### config.mk
export PLATFORM = sky130hd
export DESIGN_NAME = router_pkt_fifo_flat
export DESIGN_NICKNAME = d
export VERILOG_FILES = /design/src/rtl/router_pkt_fifo_if.sv /design/src/rtl/router_pkt_fifo.sv /design/src/flat_wrapper.sv
export SDC_FILE = /design/constraint.sdc
export NUM_CORES = 1
export LEC_CHECK = 0
export BUFFER_PORTS_ARGS = -buffer_cell sky130_fd_sc_hd__buf_2
export CORE_AREA = 5 5 164 166
export CTS_CLUSTER_DIAMETER = 40
export CTS_CLUSTER_SIZE = 16
export DETAILED_ROUTE_END_ITERATION = 12
export DIE_AREA = 0 0 169 171
export PLACE_DENSITY = 0.47
export REMOVE_ABC_BUFFERS = 1
export SYNTH_ARGS = -nofsm -noshare
export SYNTH_HDL_FRONTEND = slang
export SYNTH_SLANG_ARGS = --single-unit
### constraint.sdc
create_clock -name clock -period 4 [get_ports clock]
set_input_delay 0.4 -clock clock [delete_from_list [all_inputs] [get_ports clock]]
set_output_delay 0.4 -clock clock [all_outputs]
set_load 0.01 [all_outputs]
### src/rtl/router_pkt_fifo_if.sv
`default_nettype none
// +----------------------------------------------------------------------------+
// | Module   : router_pkt_fifo_if                                              |
// | Purpose  : Handshake and status bundle between router FSM and packet FIFO. |
// | Revision : 1.0                                                             |
// +----------------------------------------------------------------------------+
interface router_pkt_fifo_if #(
  parameter int DATA_WIDTH = 8,
  parameter int DEPTH      = 16
);
  localparam int AW = $clog2(DEPTH);

  logic                  soft_reset;
  logic                  write_enb;
  logic                  read_enb;
  logic                  lfd_state;
  logic [DATA_WIDTH-1:0] data_in;
  logic [DATA_WIDTH-1:0] data_out;
  logic                  empty;
  logic                  full;
  logic                  almost_full;
  logic [AW:0]           fill_level;
  logic                  pkt_active;
  logic                  pkt_done;
  logic                  wr_err;

  modport master (
    output soft_reset, write_enb, read_enb, lfd_state, data_in,
    input  data_out, empty, full, almost_full, fill_level, pkt_active, pkt_done, wr_err
  );

  modport slave (
    input  soft_reset, write_enb, read_enb, lfd_state, data_in,
    output data_out, empty, full, almost_full, fill_level, pkt_active, pkt_done, wr_err
  );
endinterface
`default_nettype wire

### src/rtl/router_pkt_fifo.sv
`default_nettype none
// +----------------------------------------------------------------------------+
// | Module   : router_pkt_fifo                                                 |
// | Purpose  : Router output FIFO tagging headers and tracking packet bounds.  |
// | Revision : 1.0                                                             |
// +----------------------------------------------------------------------------+
module router_pkt_fifo #(
  parameter int DATA_WIDTH = 8,
  parameter int DEPTH      = 16,
  parameter int AF_MARGIN  = 2
) (
  input  logic             clock,
  input  logic             reset,
  router_pkt_fifo_if.slave bus
);
  localparam int AW = $clog2(DEPTH);
  localparam logic [AW:0] c_depth     = (AW+1)'(DEPTH);
  localparam logic [AW:0] c_af_margin = (AW+1)'(AF_MARGIN);
  localparam logic [AW:0] c_ptr_one   = (AW+1)'(1);

  logic [DATA_WIDTH:0]   r_mem [DEPTH];
  logic [AW:0]           r_wr_ptr;
  logic [AW:0]           r_rd_ptr;
  logic                  r_lfd_d;
  logic [DATA_WIDTH-1:0] r_data_out;
  logic [7:0]            r_pkt_cnt;
  logic                  r_pkt_active;
  logic                  r_pkt_done;
  logic                  r_wr_err;

  logic                  w_empty;
  logic                  w_full;
  logic                  w_wr_ok;
  logic                  w_rd_ok;
  logic [AW:0]           w_fill;
  logic [AW:0]           w_free;
  logic [DATA_WIDTH:0]   w_rd_entry;
  logic [7:0]            w_hdr_len;

  assign w_empty    = (r_wr_ptr == r_rd_ptr);
  assign w_full     = (r_wr_ptr[AW] != r_rd_ptr[AW]) &&
                      (r_wr_ptr[AW-1:0] == r_rd_ptr[AW-1:0]);
  // A flush owns the cycle, so neither side may move a pointer alongside it
  assign w_wr_ok    = bus.write_enb && !w_full  && !bus.soft_reset;
  assign w_rd_ok    = bus.read_enb  && !w_empty && !bus.soft_reset;
  assign w_fill     = r_wr_ptr - r_rd_ptr;
  assign w_free     = c_depth - w_fill;
  assign w_rd_entry = r_mem[r_rd_ptr[AW-1:0]];
  // Header length field counts payload bytes; the extra one covers parity
  assign w_hdr_len  = 8'(w_rd_entry[DATA_WIDTH-1:2]) + 8'd1;

  always_ff @(posedge clock) begin
    if (w_wr_ok) begin
      r_mem[r_wr_ptr[AW-1:0]] <= {r_lfd_d, bus.data_in};
    end
  end

  always_ff @(posedge clock or posedge reset) begin
    if (reset) begin
      r_wr_ptr     <= '0;
      r_rd_ptr     <= '0;
      r_lfd_d      <= 1'b0;
      r_data_out   <= '0;
      r_pkt_cnt    <= 8'd0;
      r_pkt_active <= 1'b0;
      r_pkt_done   <= 1'b0;
      r_wr_err     <= 1'b0;
    end else if (bus.soft_reset) begin
      r_wr_ptr     <= '0;
      r_rd_ptr     <= '0;
      r_lfd_d      <= 1'b0;
      r_data_out   <= '0;
      r_pkt_cnt    <= 8'd0;
      r_pkt_active <= 1'b0;
      r_pkt_done   <= 1'b0;
      r_wr_err     <= 1'b0;
    end else begin
      r_lfd_d    <= bus.lfd_state;
      r_pkt_done <= 1'b0;
      r_wr_err   <= bus.write_enb && w_full;
      if (w_wr_ok) begin
        r_wr_ptr <= r_wr_ptr + c_ptr_one;
      end
      if (w_rd_ok) begin
        r_rd_ptr   <= r_rd_ptr + c_ptr_one;
        r_data_out <= w_rd_entry[DATA_WIDTH-1:0];
        if (w_rd_entry[DATA_WIDTH]) begin
          // A header always restarts the count, even over a truncated packet
          r_pkt_cnt    <= w_hdr_len;
          r_pkt_active <= 1'b1;
        end else if (r_pkt_cnt != 8'd0) begin
          r_pkt_cnt <= r_pkt_cnt - 8'd1;
          if (r_pkt_cnt == 8'd1) begin
            r_pkt_active <= 1'b0;
            r_pkt_done   <= 1'b1;
          end
        end
      end
    end
  end

  assign bus.data_out    = r_data_out;
  assign bus.empty       = w_empty;
  assign bus.full        = w_full;
  assign bus.almost_full = (w_free <= c_af_margin);
  assign bus.fill_level  = w_fill;
  assign bus.pkt_active  = r_pkt_active;
  assign bus.pkt_done    = r_pkt_done;
  assign bus.wr_err      = r_wr_err;
endmodule
`default_nettype wire

### src/flat_wrapper.sv
// flat-port wrapper written by rule: the top's interface ports become plain ports
module router_pkt_fifo_flat 
#(
  parameter int DATA_WIDTH = 8,
  parameter int DEPTH      = 16,
  parameter int AF_MARGIN  = 2
)
  (clock, reset, bus_soft_reset, bus_write_enb, bus_read_enb, bus_lfd_state, bus_data_in, bus_data_out, bus_empty, bus_full, bus_almost_full, bus_fill_level, bus_pkt_active, bus_pkt_done, bus_wr_err);
  router_pkt_fifo_if #(.DATA_WIDTH(DATA_WIDTH), .DEPTH(DEPTH)) bus_i ();
  input  logic clock;
  input  logic reset;
  input wire logic [$bits(bus_i.soft_reset)-1:0] bus_soft_reset;
  input wire logic [$bits(bus_i.write_enb)-1:0] bus_write_enb;
  input wire logic [$bits(bus_i.read_enb)-1:0] bus_read_enb;
  input wire logic [$bits(bus_i.lfd_state)-1:0] bus_lfd_state;
  input wire logic [$bits(bus_i.data_in)-1:0] bus_data_in;
  output wire logic [$bits(bus_i.data_out)-1:0] bus_data_out;
  output wire logic [$bits(bus_i.empty)-1:0] bus_empty;
  output wire logic [$bits(bus_i.full)-1:0] bus_full;
  output wire logic [$bits(bus_i.almost_full)-1:0] bus_almost_full;
  output wire logic [$bits(bus_i.fill_level)-1:0] bus_fill_level;
  output wire logic [$bits(bus_i.pkt_active)-1:0] bus_pkt_active;
  output wire logic [$bits(bus_i.pkt_done)-1:0] bus_pkt_done;
  output wire logic [$bits(bus_i.wr_err)-1:0] bus_wr_err;
  assign bus_i.soft_reset = bus_soft_reset;
  assign bus_i.write_enb = bus_write_enb;
  assign bus_i.read_enb = bus_read_enb;
  assign bus_i.lfd_state = bus_lfd_state;
  assign bus_i.data_in = bus_data_in;
  assign bus_data_out = bus_i.data_out;
  assign bus_empty = bus_i.empty;
  assign bus_full = bus_i.full;
  assign bus_almost_full = bus_i.almost_full;
  assign bus_fill_level = bus_i.fill_level;
  assign bus_pkt_active = bus_i.pkt_active;
  assign bus_pkt_done = bus_i.pkt_done;
  assign bus_wr_err = bus_i.wr_err;
  router_pkt_fifo #(.DATA_WIDTH(DATA_WIDTH), .DEPTH(DEPTH), .AF_MARGIN(AF_MARGIN)) u_core (.clock(clock), .reset(reset), .bus(bus_i));
endmodule
* Yosys cells after proc, flatten, opt, wreduce, memory -nomap -nowiden
Memory sizes are Yosys's and may differ from the RTL's.
Cells that the tools add are included.
** Cells by class
- Add/subtract/negate cells :: 6
- Multipliers :: 0
- Div/mod/pow operators :: 0
- Magnitude comparators :: 1
- Equality and inequality tests :: 4
- Shift-type cells :: 0
- Mux-type cells :: 24
- Bitwise gates (word level) :: 0
- Reductions and logical operators :: 16
** Operator list (number)
- 8-bit 2-to-1 mux :: 6
- 5-bit 2-to-1 mux :: 4
- 1-bit 2-to-1 mux :: 14
- 5-bit by 1-bit adder with 5-bit output, second input constant :: 2
- 8-bit by 1-bit == test with 1-bit output, second input constant :: 1
- 8-bit nonzero test :: 1
- 8-bit by 1-bit subtractor with 8-bit output, second input constant :: 1
- 6-bit by 1-bit adder with 7-bit output, second input constant :: 1
- 1-bit logical AND :: 6
- 3-bit nonzero test :: 2
- 5-bit == test :: 1
- 5-bit by 2-bit <= comparator with 1-bit output, second input constant :: 1
- 5-bit subtractor :: 1
- 5-bit subtractor, first input constant :: 1
- 4-bit == test :: 1
- 2-bit nonzero test :: 2
- 1-bit zero test :: 3
- 3-bit AND reduction :: 1
- 2-bit AND reduction :: 1
- 1-bit != test :: 1
** Storage, ports and cells
- Bits in registers :: 30
- Latch bits :: 0
- Memory bits (writable) :: 144
- ROM bits :: 0
- Input port bits :: 14
- Memories :: 1
** Memories
- u_core.r_mem :: depth 16, bits a word 9, read ports 1, clocked after memory_dff 0, write ports 1, RTL line router_pkt_fifo.sv:21 : logic [DATA_WIDTH:0] r_mem [DEPTH];

* Longest topological paths before layout
- Depth after elaboration :: 7
- Gate-level depth with buffers :: 11
- Mapped depth without buffers :: 9

* Worst setup path after synthesis
OpenSTA, ideal clock, no wires.
- Path type :: register -> output
- Start :: reg u_core.r_rd_ptr[2]
- End :: out bus_almost_full
- Data arrival time :: 2.543 ns
- Required time :: 3.600 ns
- Slack :: 1.057 ns
- Stages on the path, launching flop included :: 11
- Path buffers :: 2
- Cell sequence :: dfrtp_1 -> buf_6 -> clkbuf_1 -> inv_2 -> ha_1 -> nor2b_1 -> o21ai_0 -> and3_1 -> nor2_1 -> or4b_1 -> a21oi_1
** On the way
- Word-level cells in the longest chain between the ends :: 3
** Ends and longest elaborated chain
- start, declared :: RTL line router_pkt_fifo.sv:23 : logic [AW:0] r_rd_ptr;
- start signal, assigned :: RTL line router_pkt_fifo.sv:85 : r_rd_ptr <= r_rd_ptr + c_ptr_one;
- 5-bit subtractor :: RTL line router_pkt_fifo.sv:46 : assign w_fill = r_wr_ptr - r_rd_ptr;
- net bus_fill_level[4] :: RTL line flat_wrapper.sv:21 : output wire logic [$bits(bus_i.fill_level)-1:0] bus_fill_level;
- 5-bit subtractor :: RTL line router_pkt_fifo.sv:47 : assign w_free = c_depth - w_fill;
- 5-bit by 2-bit <= comparator with 1-bit output :: RTL line router_pkt_fifo.sv:105 : assign bus.almost_full = (w_free <= c_af_margin);
- end, declared :: RTL line flat_wrapper.sv:20 : output wire logic [$bits(bus_i.almost_full)-1:0] bus_almost_full;
The timed path passes the listed nets, and every way through them passes these cells.

* Final worst setup path
- Start :: reg u_core.r_rd_ptr[2]
- End :: out bus_almost_full
** On the way
- Word-level cells in the longest chain between the ends :: 3
** Ends and longest elaborated chain (RTL line)
- 5-bit subtractor :: router_pkt_fifo.sv:46
- 5-bit subtractor :: router_pkt_fifo.sv:47
- 5-bit by 2-bit <= comparator with 1-bit output :: router_pkt_fifo.sv:105
No other way between the ends.

==> impl_metrics.json <==
{
  "status": "finished clean",
  "grt.total_usage_pct": 12.4,
  "crit_arrival_ps": 3130,
  "final_util_pct": 34.2,
  "cp_cell_sequence": "inv_2 -> ha_1 -> nor2b_1 -> o21ai_0 -> and3_1 -> nor2_1 -> or4b_1 -> a21oi_1 -> buf_2",
  "cp.required_ps": 3600,
  "synthMuxAreaShare_pct": 13.9,
  "ctsHoldBuffers": 0,
  "synth_cell_types": 49,
  "worstSkewPairLatency_ps": 440,
  "worstMarginPinSlew_ps": 675,
  "fillCellCount": 2443,
  "grt_setup_unrepaired": "false",
  "ios": 33,
  "cts_setup_buffers": 0,
  "synthTopCellsByCount": "edfxtp_1, mux4_2, nor2_1",
  "dp_hpwl_um": 11000,
  "first_global_vias": 4292,
  "synthSimpleGateAreaFrac_pct": 7.94,
  "grt_overflow": 0,
  "num_antenna_cells": 0,
  "grt_pass1_wl_um": 26400,
  "synth_warnings": 0,
  "cp_slowest_cell": "dfrtp_1",
  "worst_clock_skew_ps": 17.4,
  "syn-cell-area_um2": 7440,
  "endpoint_kind": "primary output",
  "syn-instance-count": 455,
  "wl_per_cell_um": 19.8,
  "synth-xor-area-share_pct": 1.53,
  "max_clock_freq_mhz": 283,
  "synth-edff-count": 144,
  "start_kind": "register",
  "cts.sinks": 174,
  "drive_gt1_share_pct": 26.1,
  "synth_top_area_cell": "edfxtp_1",
  "routed-via-count": 4081,
  "drc_errors": 0,
  "timing.setup.tns_ps": 0,
  "postSynthAreaPerCell_um2": 16.3,
  "synth_area_leaders": "edfxtp_1, mux4_2, dfrtp_1",
  "viasPerCell": 4.76,
  "drt_first_pass_iters": 4,
  "grt_max_degree": 34,
  "synth_flop_cell": "edfxtp_1",
  "finalMaxSlewViolations": 0,
  "finalCritPeriodShare_pct": 88.3,
  "die_area_um2": 28900,
  "power.total_mw": 4.49,
  "critPathMaxFanout": 12,
  "slowest_delay_ps": 730,
  "h-tree-depth": 4,
  "clockBufferDepth": 2,
  "hold_violations": 0,
  "pwr_density_cell_nw_per_um2": 516,
  "start_util_pct": 29.2,
  "root_buffer": "clkbuf_16",
  "postRouteAntennaNets": 0,
  "ys_ff_latch": 174,
  "routabilityCongestion": 0.758,
  "synth_adder_area_share_pct": 2.62,
  "yosysTopAreaCellShare_pct": 58.2,
  "ctsResizeCount": 0,
  "synth_top_family_by_area": "multiplexers",
  "die_h_um": 171,
  "cts_tree": "done",
  "cts-buffers-inserted": 17,
  "relSlewSlack_pct": 54.6,
  "setup_violations": 0,
  "synth.most_common_cell": "edfxtp_1",
  "path_class": "register to primary output",
  "maxCapViolCount": 0,
  "fin_crit_ps": 3530,
  "ir_worst_vdd_uv": 255,
  "p_leak_nw": 3.01,
  "area_growth_pct": 17.1,
  "rows": 59,
  "worst_hold_path_type": "primary input to async pin",
  "seq_area_frac_synth_pct": 68.2,
  "core_area_um2": 25500,
  "finalNetCount": 538,
  "drtIter0Drc": 375,
  "synth-compound-area-share_pct": 3.84,
  "antenna_found_initial": 2,
  "routed_wl_um": 16900,
  "port_buffers": 32,
  "die_x_um": 169,
  "path_clk_slew_ps": 70,
  "async_flop_share_pct": 17.2
}
[area by class of cell]
type | instances | area [um2] | share of cell area [%]
multi-input cells | 248 | 2220 | 25.5
flip-flops and latches | 174 | 5080 | 58.3
clock buffers | 17 | 425 | 4.89
clock inverters | 15 | 188 | 2.16
inverters | 13 | 48.8 | 0.560
well taps | 335 | 419 | 4.81
repair buffers | 55 | 333 | 3.82
[through the flow]
step / area (um2) / hold WS (ps) / setup WS [ps] / instances
2_1_floorplan: 7340 / 463 / 371 / 435
3_3_place_gp: 8100 / 508 / 906 / 825
5_1_grt: 8710 / 61.9 / 220 / 857
6_report: 8710 / 41.9 / 466 / 857
3_5_place_dp: 8100 / 507 / 851 / 825
4_1_cts: 8710 / 41.4 / 382 / 857
[path summary, 6_finish.rpt]
kind,endpoint,from,depth (start not counted),slack [ps]
max in group asynchronous,u_core.r_rd_ptr[1],reset,3,3640
worst max-delay path,bus_almost_full,u_core.r_rd_ptr[2],9,470
min in group clock,u_core.r_lfd_d,bus_lfd_state,2,200
worst max register to register,u_core.r_pkt_cnt[5],u_core.r_rd_ptr[2],6,920
worst min register to register,u_core.bus.data_out[3],u_core.bus.data_out[3],2,530
worst min-delay path,u_core.r_wr_ptr[1],reset,3,40
[per-layer routing]
layer,up-vias,part of all wire (%),track usage (%)
met5,-,0.20,0
met4,4,1.0,3.15
met3,19,4.3,3.10
met2,68,51,21.1
met1,2116,44,15.9
li1,1874,-,-
[logic make-up after synthesis]
logic type / Yosys count
multiplexers: 54
buffers and inverters: 33
AO/OA/AOI/OAI: 48
flip-flops: 174
XOR/XNOR: 13
adder cells (fa/ha/maj): 15
AND/OR/NAND/NOR: 118
[power breakdown]
part	total (mW)	internal (mW)	switching, mW
Sequential	2.07	2.01	0.0580
Clock	1.65	0.851	0.801
Combinational	0.768	0.339	0.429
[registers in the layout, summed over array words and instances, names as in the netlist]
signal                 cells
u_core.bus.wr_err          1
u_core.r_lfd_d             1
u_core.r_wr_ptr            5
u_core.bus.data_out        8
u_core.r_mem             144
u_core.bus.pkt_active      1
u_core.r_pkt_cnt           8
u_core.bus.pkt_done        1
u_core.r_rd_ptr            5
[cells in the final DEF (no fill, tap or decap), drive strengths merged, types with 2 or more instances in the layout]
master	n
edfxtp	144
buf	55
mux4	39
nor2	32
dfrtp	30
nand2	28
inv	20
a21oi	17
clkbuf	17
nor3	16
ha	14
o21ai	14
mux2i	12
nor2b	8
xnor2	7
clkinv	7
xor2	6
or3	6
nor3b	4
o22ai	4
nand2b	4
nand4	3
nor4	3
and2	3
mux2	3
o21a	2
or4	2
a2111oi	2
o31ai	2
and3	2
or2	2
or4b	2
[critical path, delay by kind of cell, from the launching register on]
kind / cells / cell delay (ps)
flops: 1 / 730
fa+ha+maj: 1 / 400
simple gates: 4 / 890
compound gates: 2 / 330
buf+inv: 2 / 360
Note: power is estimated with default switching activity, not from simulation.
